===== src/rtl/mem_arbiter_pkg.sv =====
// Shared bus types for the memory arbiter and its requesters: the mem_sys
// request bus, the four mem_sys operation modes and the port identifier.
package BusTypes;

  // Request bus into mem_sys: array id, word offset, write/remap data, mode.
  typedef struct packed {
    logic [31:0] address;
    logic [31:0] offset;
    logic [31:0] data;
    logic [1:0]  mode;
  } mem_in_bus_t;

  localparam logic [1:0] MEM_READ  = 2'b00;
  localparam logic [1:0] MEM_WRITE = 2'b01;
  localparam logic [1:0] MEM_ALLOC = 2'b10;
  localparam logic [1:0] MEM_REMAP = 2'b11;

  typedef enum logic {
    PORT_FETCH = 1'b0,
    PORT_EXEC  = 1'b1
  } port_t;

  // Reads and mallocs hand mem_sys.data_out back; writes and remaps return 0.
  function automatic logic returns_data(input logic [1:0] mode);
    return (mode == MEM_READ) || (mode == MEM_ALLOC);
  endfunction

endpackage


===== src/rtl/mem_arbiter_rr_arb2.sv =====
// Two-way round-robin grant logic. Grants are combinational from the
// request lines and the pointer; the pointer moves to the losing side after
// every grant so a held request wins on the very next cycle.
module rr_arb2
  import BusTypes::*;
#(
  parameter bit INIT_PRIO = 1'b0
) (
  input  logic clk,
  input  logic reset_n,
  input  logic req_f,
  input  logic req_x,
  output logic gnt_f,
  output logic gnt_x
);

  port_t rr_ptr_reg;
  port_t rr_ptr_next;

  // Grant a lone requester; on contention the pointer decides. Nothing is
  // granted while reset is held.
  always_comb begin
    gnt_f = reset_n && req_f && (!req_x || (rr_ptr_reg == PORT_FETCH));
    gnt_x = reset_n && req_x && (!req_f || (rr_ptr_reg == PORT_EXEC));
  end

  // Point at the port that was not granted; hold when idle.
  always_comb begin
    rr_ptr_next = rr_ptr_reg;
    if (gnt_f) begin
      rr_ptr_next = PORT_EXEC;
    end else if (gnt_x) begin
      rr_ptr_next = PORT_FETCH;
    end
  end

  // Pointer register with synchronous active-low reset to the initial priority.
  always_ff @(posedge clk) begin
    if (!reset_n) begin
      rr_ptr_reg <= port_t'(INIT_PRIO);
    end else begin
      rr_ptr_reg <= rr_ptr_next;
    end
  end

endmodule


===== src/rtl/mem_arbiter.sv =====
// Arbitrates the fetch and execute units onto the single mem_sys port.
// S1 registers the granted request onto mem_bus; S2 carries the tags one
// cycle further so mem_sys.data_out can be steered to the originating port.
// mem_sys handles one operation per cycle in order, so no hazard logic.
module mem_arbiter
  import BusTypes::*;
#(
  parameter bit INIT_PRIO = 1'b0
) (
  input  logic        clk,
  input  logic        reset_n,
  input  logic        f_req_valid,
  output logic        f_req_ready,
  input  logic [31:0] f_addr,
  input  logic [31:0] f_offset,
  output logic        f_rsp_valid,
  output logic [31:0] f_rsp_data,
  input  logic        x_req_valid,
  output logic        x_req_ready,
  input  mem_in_bus_t x_req,
  output logic        x_rsp_valid,
  output logic [31:0] x_rsp_data,
  output mem_in_bus_t mem_bus,
  input  logic [31:0] mem_data_out
);

  logic gnt_f;
  logic gnt_x;

  rr_arb2 #(
    .INIT_PRIO(INIT_PRIO)
  ) u_rr_arb2 (
    .clk    (clk),
    .reset_n(reset_n),
    .req_f  (f_req_valid),
    .req_x  (x_req_valid),
    .gnt_f  (gnt_f),
    .gnt_x  (gnt_x)
  );

  assign f_req_ready = gnt_f;
  assign x_req_ready = gnt_x;

  // S1 (issue) state
  mem_in_bus_t mem_bus_reg;
  mem_in_bus_t mem_bus_next;
  logic        s1_vld_reg;
  logic        s1_vld_next;
  port_t       s1_port_reg;
  port_t       s1_port_next;
  logic [1:0]  s1_mode_reg;
  logic [1:0]  s1_mode_next;

  // S2 (return) state
  logic        s2_vld_reg;
  port_t       s2_port_reg;
  logic [1:0]  s2_mode_reg;

  // Build the next mem_sys request; an idle cycle issues an all-zero read.
  always_comb begin
    mem_bus_next = '0;
    s1_vld_next  = 1'b0;
    s1_port_next = PORT_FETCH;
    s1_mode_next = MEM_READ;
    if (gnt_f) begin
      mem_bus_next.address = f_addr;
      mem_bus_next.offset  = f_offset;
      mem_bus_next.data    = 32'd0;
      mem_bus_next.mode    = MEM_READ;
      s1_vld_next          = 1'b1;
      s1_port_next         = PORT_FETCH;
      s1_mode_next         = MEM_READ;
    end else if (gnt_x) begin
      mem_bus_next = x_req;
      s1_vld_next  = 1'b1;
      s1_port_next = PORT_EXEC;
      s1_mode_next = x_req.mode;
    end
  end

  // S1 register: drives mem_sys directly.
  always_ff @(posedge clk) begin
    if (!reset_n) begin
      mem_bus_reg <= '0;
      s1_vld_reg  <= 1'b0;
      s1_port_reg <= PORT_FETCH;
      s1_mode_reg <= MEM_READ;
    end else begin
      mem_bus_reg <= mem_bus_next;
      s1_vld_reg  <= s1_vld_next;
      s1_port_reg <= s1_port_next;
      s1_mode_reg <= s1_mode_next;
    end
  end

  assign mem_bus = mem_bus_reg;

  // S2 register: tags line up with mem_sys.data_out for this cycle.
  always_ff @(posedge clk) begin
    if (!reset_n) begin
      s2_vld_reg  <= 1'b0;
      s2_port_reg <= PORT_FETCH;
      s2_mode_reg <= MEM_READ;
    end else begin
      s2_vld_reg  <= s1_vld_reg;
      s2_port_reg <= s1_port_reg;
      s2_mode_reg <= s1_mode_reg;
    end
  end

  // Response steering: index 0 is fetch, index 1 is execute.
  logic [1:0]  rsp_valid_vec;
  logic [31:0] rsp_data_vec [2];

  genvar gi;
  generate
    for (gi = 0; gi < 2; gi++) begin : g_rsp
      localparam port_t PORT_ID = (gi == 0) ? PORT_FETCH : PORT_EXEC;
      assign rsp_valid_vec[gi] = s2_vld_reg && (s2_port_reg == PORT_ID);
      assign rsp_data_vec[gi]  = (rsp_valid_vec[gi] && returns_data(s2_mode_reg))
                                 ? mem_data_out : 32'd0;
    end
  endgenerate

  assign f_rsp_valid = rsp_valid_vec[0];
  assign f_rsp_data  = rsp_data_vec[0];
  assign x_rsp_valid = rsp_valid_vec[1];
  assign x_rsp_data  = rsp_data_vec[1];

endmodule

===== config.mk =====
export PLATFORM = sky130hd
export DESIGN_NAME = mem_arbiter
export DESIGN_NICKNAME = d
export VERILOG_FILES = /design/src/rtl/mem_arbiter_pkg.sv /design/src/rtl/mem_arbiter_rr_arb2.sv /design/src/rtl/mem_arbiter.sv
export SDC_FILE = /design/constraint.sdc
export NUM_CORES = 1
export LEC_CHECK = 0
export ABC_AREA = 1
export CAP_MARGIN = 20
export CORE_AREA = 3 3 139 141
export DETAILED_ROUTE_END_ITERATION = 10
export DIE_AREA = 0 0 142 144
export GPL_ROUTABILITY_DRIVEN = 0
export MAX_ROUTING_LAYER = met4
export PLACE_DENSITY = 0.7
export SETUP_SLACK_MARGIN = 0.02
export SLEW_MARGIN = 20
export SYNTH_ARGS = -nofsm -noshare
export SYNTH_HDL_FRONTEND = slang
export SYNTH_HIERARCHICAL = 1
export SYNTH_SLANG_ARGS = --single-unit

===== constraint.sdc =====
create_clock -name clk -period 3.4 [get_ports clk]
set_input_delay 0.34 -clock clk [delete_from_list [all_inputs] [get_ports clk]]
set_output_delay 0.34 -clock clk [all_outputs]
set_load 0.01 [all_outputs]

# [Word level (Yosys, flattened, before mapping)]
# Index checks and enable logic that the tools add are counted.
# W data, S select, Z words.
[totals] reg_bits=105 input_bits=198 output_inout_bits=166 word_cells=40
[op_classes] eq_ne=1 n_mux=8 n_bitwise=4 n_reduce_logical=17
[op_table] cell="$mux W98" n=2
[op_table] cell="$mux W32" n=2
[op_table] cell="$logic_and A1 B1 Y1" n=8
[op_table] cell="$mux W1" n=4
[op_table] cell="$not A1 Y1" n=4
[op_table] cell="$logic_or A1 B1 Y1" n=3
[op_table] cell="$reduce_or A3 Y1" n=1
[op_table] cell="$eq A2 B2 Y1 const B" n=1
[op_table] cell="$logic_not A1 Y1" n=2
[op_table] cell="$logic_not A2 Y1" n=1
[op_table] cell="$reduce_bool A2 Y1" n=1
[op_table] cell="$reduce_or A2 Y1" n=1

# [Logic depth before layout (Yosys ltp)]
[logic_depth] ltp_word=5 depth_mapped=8 ltp_nobuf=7

# [Cells and area by module]
# The synthesis kept the hierarchy.
[by_module_without_submodules] mod="mem_arbiter" n_inst=1 cells_per_inst=516 area_per_inst_um2=3982.6 seq_area_each_um2=2062.0
[by_module_without_submodules] mod="rr_arb2" n_inst=1 cells_per_inst=10 area_per_inst_um2=53.8 seq_area_each_um2=20.0

# [Least setup slack after synthesis]
# Ideal clock, no wire load.
[synth_path] path_type="input -> register" startpoint="in x_req_valid" endpoint="reg mem_bus_reg, in the netlist mem_bus[97]" setup_time_ps=114 arrival_ps=1263 required_ps=3286 setup_slack_ps=2023 path_stages=8 path_cell_list="nand2_1 -> nand2_1 -> nor2_1 -> inv_2 -> buf_6 -> buf_6 -> nand4_1 -> nand2_1"
[synth_between] elab_chain_cells=4
[synth_rtl] item="start: declaration" line_no="mem_arbiter.sv:18" source="input logic x_req_valid,"
[synth_rtl] item="$logic_not A1 Y1" line_no="mem_arbiter_rr_arb2.sv:23" source="gnt_f = reset_n && req_f && (!req_x || (rr_ptr_reg == PORT_FETCH));"
[synth_rtl] item="$logic_or A1 B1 Y1" line_no="mem_arbiter_rr_arb2.sv:23"
[synth_rtl] item="$logic_and A1 B1 Y1" line_no="mem_arbiter_rr_arb2.sv:23"
[synth_rtl] item="named net f_req_ready" line_no="mem_arbiter.sv:13" source="output logic f_req_ready,"
[synth_rtl] item="$mux W98" line_no="mem_arbiter.sv:65" source="if (gnt_f) begin"
[synth_rtl] item="end signal: assignment" line_no="mem_arbiter.sv:89" source="mem_bus_reg <= mem_bus_next;"
[synth_rtl] item="end: declaration" line_no="mem_arbiter.sv:45" source="mem_in_bus_t mem_bus_reg;"
# The timed path passes the listed nets, and every way through them passes these cells.
# A chain may end at the register's enable or synchronous reset.

# [Final worst setup path]
[layout_path] startpoint="reg s2_vld_reg" endpoint="out x_rsp_data[1]"
[layout_between] elab_chain_cells=3
[layout_rtl] item="start: declaration" line_no="mem_arbiter.sv:55" source="logic s2_vld_reg;"
[layout_rtl] item="start signal: assignment" line_no="mem_arbiter.sv:105" source="s2_vld_reg <= s1_vld_reg;"
[layout_rtl] item="$logic_and A1 B1 Y1" line_no="mem_arbiter.sv:119" source="assign rsp_valid_vec[gi] = s2_vld_reg && (s2_port_reg == PORT_ID);"
[layout_rtl] item="$logic_and A1 B1 Y1" line_no="mem_arbiter.sv:120" source="assign rsp_data_vec[gi] = (rsp_valid_vec[gi] && returns_data(s2_mode_reg))"
[layout_rtl] item="$mux W32" line_no="mem_arbiter.sv:121" source="? mem_data_out : 32'd0;"
[layout_rtl] item="end: declaration" line_no="mem_arbiter.sv:22" source="output logic [31:0] x_rsp_data,"
# No other way between the ends.

==> run metrics <==
global-route wire length before repair 22.4 mm; crit path cell chain nand2_1 -> inv_1 -> nand2_1 -> nor2_1 -> clkdlybuf4s50_1; core box area 18100 um^2; Clk network pwr share 37.5%; final WL 15.4 mm; worst path arrival time 2.24 ns; Tcrit/Tclk final 75.9%; CTS H-Tree Depth 3; hold crit path type flop to flop; Worst path most repeated cell nand2_1; gr usage total 14.4%; Wirelength per Cell 14.0 um; DRT iter0 DRCs 127; CTS resizes 0; drt first pass iters 4; slowest stage delay, CP 0.58 ns; total grt overflow 0; Synth Warn # 6; Final #Nets 1067; Max stage delay cell, worst path clkdlybuf4s50_1; WP buf/inv 2; worst skew pair latency 0.35 ns; max reg flops 96; via count 4447; RSZ-0062 raised after global routing false; Cell Area, Placed 7700 um^2; Post-CTS Setup Inserts 0; Mapped Nets 724; IO Count 364; outcome finished clean; crit path max fanout 32; die height 144 um; maximum clock path buffer count 2; startpoint types flop; max_slew headroom 30.5%; # setup viols final 0; CP endpoint kind primary output; fraction of layout cells with a size suffix above 1 3.09%; CTS tree yes; Leak 0.00357 uW; clock root cell clkbuf_16; sw power 665 uW; IO Port Bufs 363; DIE AREA 20400 um^2; Cell Pwr Density 354 nW/um^2; largest net degree at the start of global routing 65; peak supply drop 0.226 mV; Pint 2170 uW; Filler Cell Count 1821; Max Clk Rate 387 MHz; synthesized area per cell 7.67 um^2; power share of the combinational group 17.6%; sequential share of power 44.9%; Antenna Cells 0; max-slew violations 0; Period minus WS final 2.58 ns; Synth-to-Final Area Change 98.2%; Clock Skew 0.0107 ns; highest-count cells in the layout ignoring fill and taps clkdlybuf4s50_1, nand2_1, dfxtp_1, nor2_1, inv_1; CP top delay family simple AND/OR/NAND/NOR gates; Seq cells post-synth 104; sequential share of the synthesized area 51.6%; Post-Syn Area 4040 um^2; Slew @ Worst Pin 1.04 ns; CTS clk-pin slew, worst paths 0.06 ns; Finished Cell Area 8000 um^2; vias in the first global route 4217; Critical Path RT 3.06 ns; Die X 142 um; setup_tns 0 ns; Starting Density 22.3%; maxcap violations 0; hold_buf cts 0; Rows 49; remaining antenna violation count 0; initial antenna violation count 0; switch share 23.5%; commonest non-fill, non-tap cell in the layout clkdlybuf4s50_1; Syn Inst Count 526; crit path kind flop to primary output; post-synth cell types 13; CTS Sinks 104; Final Hold Violating Endpoints 0; vias per cell 4.04; Num CTS Buffers 9; DPL Wire Length 12.1 mm; DRC Markers 0
==> power by group through the flow <==
stage | Sequential [uW] | Combinational [uW] | Clock, uW
finish | 1270 | 499 | 1060
global route | 1280 | 537 | 1150
CTS | 1270 | 505 | 1100
detailed placement | 1300 | 504 | 0
global placement | 1300 | 500 | 0
floorplan | 1320 | 136 | 0
==> cells by family (layout without fill, tap and decap cells) <==
family / after synthesis / count (layout) / synth area share [%]
AND/OR/NAND/NOR: 309 / 309 / 33.3
buffers and inverters: 113 / 460 / 15.1
flip-flops: 104 / 104 / 51.6
==> worst min-delay path: stages (launching register included) <==
cell and delay (ns):
dfxtp_1 0.31, nand2_1 0.05, inv_1 0.04
==> cells in the mapped netlist <==
cell      instances  area, um^2
dfxtp_1         104        2080
buf_4             1        7.51
inv_1            74         278
inv_2             1        3.75
nor2_1          104         390
nand2_1         138         518
buf_6            21         236
buf_2            15        75.1
nand2_4           1        11.3
inv_6             1        8.76
nand3b_1          1        7.51
nand3_4           1        17.5
nand4_1          64         400
==> metal layers <==
layer,global-route usage [%],part of all wire [%],vias to the layer above
met3,4.00,7.5,27
met4,5.71,2.8,0
met1,14.5,37,1918
met5,-,0,-
li1,-,-,2289
met2,26.2,52,213
==> cell type report <==
class,instances,area [um^2],area share [%]
well taps,229,287,3.58
repair buffers,369,3690,46.1
flip-flops and latches,104,2080,26.0
multi-input cells,309,1350,16.9
inverters,76,290,3.63
clock inverters,5,63.8,0.798
clock buffers,10,239,2.99
==> path summary, 6_finish.rpt <==
path / depth (start not counted) / slack [ns] / endpoint / from
worst max-delay path: 5 / 0.82 / x_rsp_data[1] / s2_vld_reg
worst min-delay path: 2 / 0.42 / s2_port_reg / s1_port_reg
worst max register to register: 6 / 1.77 / mem_bus[12] / u_rr_arb2/rr_ptr_reg
worst min register to register: 2 / 0.42 / s2_port_reg / s1_port_reg
==> metrics by stage <==
step / power [uW] / std cells / utilization (%) / setup WS, ns / hold slack [ns]
CTS: 2880 / 1102 / 44.2 / 0.734 / 0.420
global placement: 1800 / 1087 / 42.6 / 1.19 / 0.419
finish: 2840 / 1102 / 44.2 / 0.818 / 0.424
floorplan: 1460 / 526 / - / 2.02 / 0.390
detailed placement: 1810 / 1087 / 42.6 / 1.14 / 0.405
global route: 2960 / 1102 / 44.2 / 0.534 / 0.476
Note: power is estimated with default switching activity, not from simulation.
